**src/rtl/lcd_timing_gen.sv**
```systemverilog
// Raster timing generator for the 800x480 RGB LCD path.
// Free-running pixel/line coordinates drive the pixel-painting blocks. DE,
// HSYNC and VSYNC are decoded from those coordinates and delayed PIPE_DLY
// cycles so they line up with the painters' registered RGB. A frame-start
// strobe and a frame counter are provided for blink/animation logic.
module lcd_timing_gen #(
  parameter int H_SYNC   = 20,
  parameter int H_BACK   = 26,
  parameter int H_ACTIVE = 800,
  parameter int H_FRONT  = 210,
  parameter int V_SYNC   = 3,
  parameter int V_BACK   = 20,
  parameter int V_ACTIVE = 480,
  parameter int V_FRONT  = 22,
  parameter bit HS_POL   = 1'b0,
  parameter bit VS_POL   = 1'b0,
  parameter int PIPE_DLY = 1
) (
  input  logic        PixelClk,
  input  logic        nRST,
  output logic [15:0] PixelCount,
  output logic [15:0] LineCount,
  output logic        LCD_DE,
  output logic        LCD_HSYNC,
  output logic        LCD_VSYNC,
  output logic        FrameStart,
  output logic [7:0]  FrameCount
);

  localparam int H_TOTAL = H_SYNC + H_BACK + H_ACTIVE + H_FRONT;
  localparam int V_TOTAL = V_SYNC + V_BACK + V_ACTIVE + V_FRONT;

  // 16-bit compare constants derived from the timing set.
  localparam logic [15:0] H_LAST     = 16'(H_TOTAL - 1);
  localparam logic [15:0] V_LAST     = 16'(V_TOTAL - 1);
  localparam logic [15:0] H_SYNC_END = 16'(H_SYNC);
  localparam logic [15:0] V_SYNC_END = 16'(V_SYNC);
  localparam logic [15:0] H_DE_BEG   = 16'(H_SYNC + H_BACK);
  localparam logic [15:0] H_DE_END   = 16'(H_SYNC + H_BACK + H_ACTIVE);
  localparam logic [15:0] V_DE_BEG   = 16'(V_SYNC + V_BACK);
  localparam logic [15:0] V_DE_END   = 16'(V_SYNC + V_BACK + V_ACTIVE);

  // Refuse to elaborate with a timing set that overflows the 16-bit counts
  // or a delay depth outside the supported range.
  if (H_TOTAL > 65535 || V_TOTAL > 65535 || H_TOTAL < 1 || V_TOTAL < 1 ||
      PIPE_DLY < 0 || PIPE_DLY > 4) begin : g_param_check
    $error("lcd_timing_gen: timing totals must be 1..65535 and PIPE_DLY 0..4");
  end

  logic [15:0] r_pixel_count;
  logic [15:0] r_line_count;
  logic        r_frame_start;
  logic [7:0]  r_frame_count;
  logic        w_pixel_wrap;
  logic        w_rollover;
  logic [2:0]  w_raw;      // {de, hs, vs}, active-high, from the counts
  logic [2:0]  w_dly_out;  // same bundle after the delay line

  assign w_pixel_wrap = (r_pixel_count == H_LAST);
  assign w_rollover   = w_pixel_wrap && (r_line_count == V_LAST);

  // Pixel/line counters: pixel wraps every line, line wraps every frame.
  always_ff @(posedge PixelClk or negedge nRST) begin
    if (!nRST) begin
      r_pixel_count <= 16'd0;
      r_line_count  <= 16'd0;
    end else if (w_pixel_wrap) begin
      r_pixel_count <= 16'd0;
      r_line_count  <= (r_line_count == V_LAST) ? 16'd0 : r_line_count + 16'd1;
    end else begin
      r_pixel_count <= r_pixel_count + 16'd1;
    end
  end

  // Frame strobe and counter change on the edge that lands on (0,0); the
  // (0,0) seen straight out of reset is not a rollover.
  always_ff @(posedge PixelClk or negedge nRST) begin
    if (!nRST) begin
      r_frame_start <= 1'b0;
      r_frame_count <= 8'd0;
    end else begin
      r_frame_start <= w_rollover;
      if (w_rollover) begin
        r_frame_count <= r_frame_count + 8'd1;
      end
    end
  end

  // Undelayed decodes from the registered counts.
  always_comb begin
    w_raw    = 3'b000;
    w_raw[1] = (r_pixel_count < H_SYNC_END);
    w_raw[0] = (r_line_count < V_SYNC_END);
    w_raw[2] = (r_pixel_count >= H_DE_BEG) && (r_pixel_count < H_DE_END) &&
               (r_line_count >= V_DE_BEG) && (r_line_count < V_DE_END);
  end

  if (PIPE_DLY == 0) begin : g_no_dly
    // Combinational path: force the inactive level while reset is held so
    // the panel never sees a sync pulse out of a held (0,0).
    assign w_dly_out = w_raw & {3{nRST}};
  end else begin : g_dly
    logic [2:0] r_dly [PIPE_DLY];

    // Shift register carrying {de, hs, vs}; every stage resets inactive.
    always_ff @(posedge PixelClk or negedge nRST) begin
      if (!nRST) begin
        for (int i = 0; i < PIPE_DLY; i++) begin
          r_dly[i] <= 3'b000;
        end
      end else begin
        r_dly[0] <= w_raw;
        for (int i = 1; i < PIPE_DLY; i++) begin
          r_dly[i] <= r_dly[i-1];
        end
      end
    end

    assign w_dly_out = r_dly[PIPE_DLY-1];
  end

  // Polarity is applied after the delay so reset stages read inactive.
  assign LCD_DE     = w_dly_out[2];
  assign LCD_HSYNC  = ~(w_dly_out[1] ^ HS_POL);
  assign LCD_VSYNC  = ~(w_dly_out[0] ^ VS_POL);
  assign PixelCount = r_pixel_count;
  assign LineCount  = r_line_count;
  assign FrameStart = r_frame_start;
  assign FrameCount = r_frame_count;

endmodule
```
**config.mk**
```make
export PLATFORM = sky130hd
export DESIGN_NAME = lcd_timing_gen
export DESIGN_NICKNAME = d
export VERILOG_FILES = /design/src/rtl/lcd_timing_gen.sv
export SDC_FILE = /design/constraint.sdc
export NUM_CORES = 1
export LEC_CHECK = 0
export ABC_AREA = 1
export BUFFER_PORTS_ARGS = -buffer_cell sky130_fd_sc_hd__buf_4
export CAP_MARGIN = 20
export CELL_PAD_IN_SITES_DETAIL_PLACEMENT = 1
export CELL_PAD_IN_SITES_GLOBAL_PLACEMENT = 1
export CORE_UTILIZATION = 40
export DETAILED_ROUTE_END_ITERATION = 7
export GPL_TIMING_DRIVEN = 1
export PLACE_DENSITY = 0.76
export SLEW_MARGIN = 30
export SYNTH_ARGS = -nofsm -noshare
export SYNTH_HDL_FRONTEND = slang
export SYNTH_SLANG_ARGS = --single-unit
```
**constraint.sdc**
```tcl
create_clock -name PixelClk -period 1.5 [get_ports PixelClk]
set_input_delay 0.075 -clock PixelClk [delete_from_list [all_inputs] [get_ports PixelClk]]
set_output_delay 0.075 -clock PixelClk [all_outputs]
set_load 0.02 [all_outputs]
```
Yosys cells after proc, flatten, opt, wreduce, memory -nomap -nowiden
Cells that the tools add are included.
{"block": "classes", "magnitude_cmp": 6, "eq_ne": 2, "n_mux": 2, "n_addsub": 3, "n_bitwise": 2, "reduce_logical": 4}
{"operator": "$add A16 B1 Y16 const B", "n": 2}
{"operator": "$mux W16", "n": 2}
{"operator": "$eq A16 B10 Y1 const B", "n": 1}
{"operator": "$eq A16 B11 Y1 const B", "n": 1}
{"operator": "$ge A16 B5 Y1 const B", "n": 1}
{"operator": "$ge A16 B6 Y1 const B", "n": 1}
{"operator": "$lt A16 B10 Y1 const B", "n": 1}
{"operator": "$lt A16 B2 Y1 const B", "n": 1}
{"operator": "$lt A16 B5 Y1 const B", "n": 1}
{"operator": "$lt A16 B9 Y1 const B", "n": 1}
{"operator": "$add A8 B1 Y8 const B", "n": 1}
{"operator": "$logic_and A1 B1 Y1", "n": 4}
{"operator": "$not A1 Y1", "n": 2}
{"block": "word_totals", "reg_bits": 44, "output_inout_bits": 44, "in_bits": 2}

Logic depth before layout (Yosys ltp)
Gate-level depths: netlist of run 1.
{"block": "logic_depth", "ltp_word": 4, "mapped_depth": 9, "depth_no_buf": 9}

Least setup slack after synthesis of run 1
Ideal clock, no wire load.
{"block": "synth_path", "path_kind": "reg-to-reg", "startpoint": "reg r_pixel_count[1] (netlist: PixelCount[1])", "endpoint": "reg r_line_count[10] (netlist: LineCount[10])", "arrival_time_ns": 1.459, "n_path_buf": 1, "slack_ns": -0.035, "synth_period_minus_slack_ns": 1.535, "t_required_ns": 1.424, "stages_incl_launch_ff": 9, "cell_sequence": "dfrtp_1 > ha_1 > nand2_2 > nor2_4 > nand3_4 > nor2_8 > buf_6 > nand3_1 > o21ai_1"}
{"block": "synth_between", "elab_chain_cells": 1}
{"element": "start, declared", "line_no": "50", "rtl": "logic [15:0] r_pixel_count;"}
{"element": "start signal, assigned", "line_no": "71", "rtl": "r_pixel_count <= r_pixel_count + 16'd1;"}
{"element": "$eq A16 B11 Y1", "line_no": "59", "rtl": "assign w_pixel_wrap = (r_pixel_count == H_LAST);"}
{"element": "end signal, assigned", "line_no": "69", "rtl": "r_line_count <= (r_line_count == V_LAST) ? 16'd0 : r_line_count + 16'd1;"}
{"element": "end, declared", "line_no": "51", "rtl": "logic [15:0] r_line_count;"}
Every way passes these cells.
A chain may end at the register's enable or synchronous reset.

Final worst setup path of run 1
{"block": "layout_path", "startpoint": "reg r_line_count[9] (netlist: LineCount[9])", "endpoint": "reg r_line_count[4] (netlist: LineCount[4])"}
{"block": "layout_between", "elab_chain_cells": 2}
{"element": "$eq A16 B10 Y1", "line_no": "69"}
{"element": "$mux W16", "line_no": "69"}
Every way passes these cells.

==> impl_metrics.tcl, run 1 <==
set metrics [dict create \
    status "finished, violations left" \
    violations "setup timing" \
    start_util_pct 42.6 \
    slew_viol_final 0 \
    skew_ns 0.00724 \
    synth_seq_area_share_pct 42.6 \
    critPathBufInv 2 \
    critPathMaxFanout 8 \
    crit_family "simple AND/OR/NAND/NOR gates" \
    finalSetupViolCount 12 \
    wl_mm 8.79 \
    drc_errors 0 \
    arrival_ns 1.76 \
    rows 28 \
    final_common_cell "buf_4" \
    syn_inst 351 \
    area_growth_pct 42.1 \
    die_w_um 82.4 \
    startpoint_type "register" \
    design.core.area_mm2 0.00606 \
    dr.pass1.iters 4 \
    worst_hold_slack_ns 0.321 \
    post-place-cells 499 \
    final_cell_mix "buf_4 (83), nand2_1 (80), nand3_1 (41)" \
    clock_latency_ns 0.31 \
    num_antenna_cells 0 \
    syn_area_mm2 0.00258 \
    end_kind "register" \
    grt_max_degree 45 \
    hold_path.class "in -> async" \
    tns_ns -0.256 \
    rsz0062_at_grt "yes" \
    powerDensity_mw_per_mm2 609 \
    path_class "reg -> reg" \
    fmax_ghz 0.643 \
    h-tree-depth 2 \
    cts-root-buf "clkbuf_8" \
    nets 450 \
    ios 46 \
    ys_warn_count 0 \
    ctsLongestPathBuffers 2 \
    crit_slowest_cell "dfrtp_1" \
    maxCapViolations 0 \
    grt_usage_pct 27.2 \
    worst_pin_slew_ns 0.598 \
    setup_ws_ns -0.0550 \
    path_clk_slew_ns 0.09 \
    drtIter0Drc 116 \
    place_ws_ns -0.0309 \
    cts.sinks 44 \
    die_y_um 82.4 \
    via_per_inst 5.27 \
    period_share_pct 104 \
    portBuffers 45 \
    slowest_delay_ns 0.58 \
    cp_common_cell "nand2_1" \
    ir_drop_mv 0.373 \
    grt_pass1_wl_mm 13.7 \
    via_count 2742 \
    numCtsBuffers 5 \
    gp_congestion 0.815 \
    leakagePower_nw 1.93 \
    relSlewSlack_pct 60.1 \
    synth_seq_cells 44 \
    grt_overflow 0 \
    antenna_found_initial 0 \
    cp.required_ns 1.70 \
    finalNonFillerCells 520 \
    utilization_pct 60.5 \
    avgRoutedWirePerCell_um 16.9 \
    syn_nets 357 \
    hold_viol 0 \
    die_area_mm2 0.00678 \
    grt_pass1_vias 2877 \
    dp_hpwl_mm 5.71 \
    ant_nets 0 \
    period_minus_slack_ns 1.56 \
    synth.avg_cell_area_um2 7.36 \
    cts_tree "built" \
    drive_gt1_share_pct 33.3 \
    synth.distinct_cells 23 \
    crit_path_cell_trace "nand3_1, nor2_2, nand2_1, inv_2, buf_4, nor2_1, nand2_1, nand2_1" \
]
## through the flow
step	power (mW)	instance area, um^2
2_1_floorplan	1.21	2590
4_1_cts	2.25	3520
3_3_place_gp	1.24	3230
3_5_place_dp	1.24	3230
5_1_grt	2.30	3670
6_report	2.23	3670
## cell families after synthesis
logic type / synth area share, %
AND/OR/NAND/NOR: 35.8
flip-flops: 42.6
adder cells (fa/ha/maj): 1.94
XOR/XNOR: 6.10
AO/OA/AOI/OAI: 5.23
buffers and inverters: 8.33
## power breakdown
part           internal (mW)  switching [mW]
clock                  0.588           0.432
sequential              1.18               0
combinational        0.00343          0.0242
## per-layer routing
metal | vias up | GRT usage [%] | share of wire (%)
li1 | 1296 | - | -
met5 | - | 0 | 0
met3 | 22 | 4.51 | 2.9
met2 | 59 | 46.2 | 50
met1 | 1365 | 34.4 | 45
met4 | 0 | 10.2 | 2.9
## final cells by class
class / instances / area (um^2)
Timing Repair Buffer: 90 / 751
Inverter: 47 / 176
Sequential cell: 44 / 1110
Fill cell: 743 / 2390
Tap cell: 75 / 93.8
Clock inverter: 1 / 30.0
Clock buffer: 7 / 96.3
Multi-Input combinational cell: 256 / 1410
## final timing paths
kind | start | slack [ns] | cells after the start | endpoint
max | LineCount[9] | -0.06 | 8 | LineCount[4]
min | nRST | 0.32 | 2 | LineCount[12]
max reg2reg | LineCount[9] | -0.06 | 8 | LineCount[4]
min reg2reg | PixelCount[15] | 0.53 | 1 | PixelCount[15]
max in group asynchronous | nRST | 0.75 | 2 | LineCount[8]
min in group PixelClk | PixelCount[15] | 0.53 | 1 | PixelCount[15]
## timing repair
item                                    4_1_cts  5_1_grt
pin swaps                                     3        6
endpoints found under the setup margin       20       33
endpoints found under the hold margin        44        0
gates resized for setup                      12       40
hold buffers                                  1        0
setup buffers                                 6        4
cloned                                        2        0
## synth_stat cells (all sizes together)
cell type / number / area [um^2]
o21ai: 20 / 100
xnor2: 2 / 17.5
o21bai: 2 / 15.0
nand4: 9 / 56.3
nand3b: 2 / 15.0
ha: 4 / 50.1
nand3: 44 / 233
nand2: 92 / 350
nor2: 58 / 254
dfrtp: 44 / 1100
inv: 47 / 176
a21oi: 4 / 20.0
xor2: 16 / 140
buf: 4 / 38.8
nor3: 3 / 15.0
## flip-flops by register name (all words and copies together) (netlist names)
name,count
LineCount,16
PixelCount,16
FrameCount,8
g_dly.r_dly,3
FrameStart,1
Power figures use the tool's default switching activity.
==> run 2, diff against run 1 <==
--- a/config.mk
+++ b/config.mk
@@ -13,7 +13,9 @@
 export CORE_UTILIZATION = 40
 export DETAILED_ROUTE_END_ITERATION = 7
 export GPL_TIMING_DRIVEN = 1
+export MAX_ROUTING_LAYER = met4
 export PLACE_DENSITY = 0.76
+export RECOVER_POWER = 25
 export SLEW_MARGIN = 30
 export SYNTH_ARGS = -nofsm -noshare
 export SYNTH_HDL_FRONTEND = slang
==> run 2 against run 1 <==
Effect of this change: critical path type unchanged; via count grew 0.58%; combinational power shrank 4%; power grew 0.22%; the run still ends with setup timing left.
==> impl_metrics.tcl, run 2 (synthesis results as in run 1) <==
set metrics [dict create \
    reg2reg_from "PixelCount[1]" \
    period_minus_slack_ns 1.52 \
    skew_ns 0.0102 \
    r2r_end "LineCount[5]" \
    finalPower_mw 2.24 \
    ios 46 \
    path_class "reg -> reg" \
    die_w_um 82.4 \
    grt_pass1_vias 2880 \
    fmax_ghz 0.656 \
    clock_latency_ns 0.31 \
    final_cell_mix "buf_4 (82), nand2_1 (80), nand3_1 (41)" \
    design.core.area_mm2 0.00606 \
    drc_errors 0 \
    grt_overflow 0 \
    start_util_pct 42.6 \
    nets 450 \
    routedLengthMet1_mm 3.93 \
    cts_tree "built" \
    dpl_cell_area_mm2 0.00323 \
    violations "setup timing" \
    antenna_found_initial 0 \
    final_common_cell "buf_4" \
    worst_pin_slew_ns 1.05 \
    h-tree-depth 2 \
    rsz0062_at_grt "yes" \
    dr.pass1.iters 4 \
    fin_area_mm2 0.00367 \
    grt_pass1_wl_mm 13.8 \
    utilization_pct 60.5 \
    wl_mm 8.90 \
    critPathMaxFanout 6 \
    leakagePower_nw 1.93 \
    relSlewSlack_pct 30.2 \
    gp_congestion 0.827 \
    drtIter0Drc 106 \
    status "finished, violations left" \
    numCtsBuffers 5 \
    drive_gt1_share_pct 33.5 \
    arrival_ns 1.75 \
    dp_hpwl_mm 5.71 \
    portBuffers 45 \
    reg2reg_slack_ns -0.02 \
    cts-root-buf "clkbuf_8" \
    grt_max_degree 45 \
    wl_met2_mm 4.38 \
    ctsLongestPathBuffers 2 \
    hold_viol 0 \
    rows 28 \
    num_antenna_cells 0 \
    highest_layer "met4" \
    via_per_inst 5.30 \
    setup_ws_ns -0.0236 \
    hold_path.class "in -> async" \
    maxCapViolations 0 \
    die_y_um 82.4 \
    finalSetupViolCount 4 \
    avgRoutedWirePerCell_um 17.1 \
    startpoint_type "register" \
    powerDensity_mw_per_mm2 610 \
    area_growth_pct 42.0 \
    via_count 2758 \
    ir_drop_mv 0.375 \
    tns_ns -0.0589 \
    cp.required_ns 1.73 \
    met3_length_um 344 \
    die_area_mm2 0.00678 \
    end_kind "register" \
    ant_nets 0 \
    r2r_cells 9 \
    grt_usage_pct 28.0 \
    cts.sinks 44 \
    slew_viol_final 0 \
    path_clk_slew_ns 0.09 \
    period_share_pct 102 \
]
[run 2: stage by stage]
| stage | std cells | setup WS, ns | hold WS [ns] |
|---|---|---|---|
| after CTS | 516 | 0.0000396 | 0.346 |
| final | 520 | -0.0236 | 0.495 |
| after global routing | 520 | -0.124 | 0.550 |
| after floorplan | 351 | 0.0343 | -0.221 |
| after detailed placement | 499 | -0.0309 | 0.128 |
| after global placement | 499 | 0.0323 | 0.121 |
[run 2: cell type report]
type	instances	area (um^2)
fillers	744	2390
multi-input cells	256	1410
flip-flops and latches	44	1110
repair buffers	90	748
inverters	47	176
clock buffers	7	96.3
well taps	75	93.8
clock inverters	1	30.0
[run 2: repair_timing]
item	CTS	global route
setup endpoints to repair	20	33
gates cloned	2	0
hold buffers	1	0
setup buffers	6	4
endpoints found under the hold margin	44	0
pin swaps	3	6
gates resized for setup	12	41
[run 2: layer usage]
metal  up-vias  GRT usage (%)
met4         0           10.2
li1       1292              -
met1      1369           34.5
met2        73           46.2
met5         -              -
met3        24           4.51
[run 2: report_power, final]
group	internal, mW	switching, mW
registers	1.18	0
logic	0.00257	0.0240
clock network	0.588	0.438
total	1.78	0.462
[run 2: how the worst max path moves through the flow]
stage                             start            end  slack, ns  cells after the start
after floorplan            LineCount[0]  FrameCount[0]       0.03                      9
after global placement     LineCount[1]  LineCount[14]       0.03                      8
after detailed placement  PixelCount[0]   LineCount[0]      -0.03                      8
after CTS                 PixelCount[7]  FrameCount[1]    0.00004                      7
after global routing      LineCount[10]   LineCount[4]      -0.12                      9
final                     PixelCount[1]   LineCount[5]      -0.02                      9
[run 2: critical path, cell delays in order (launching register included)]
cell and delay (ns):
dfrtp_2 0.40, ha_4 0.15, nand2_4 0.06, nor2_4 0.13
nand3_4 0.11, nor2_8 0.19, buf_12 0.14, buf_16 0.11
nand2_1 0.07, o21ai_1 0.08
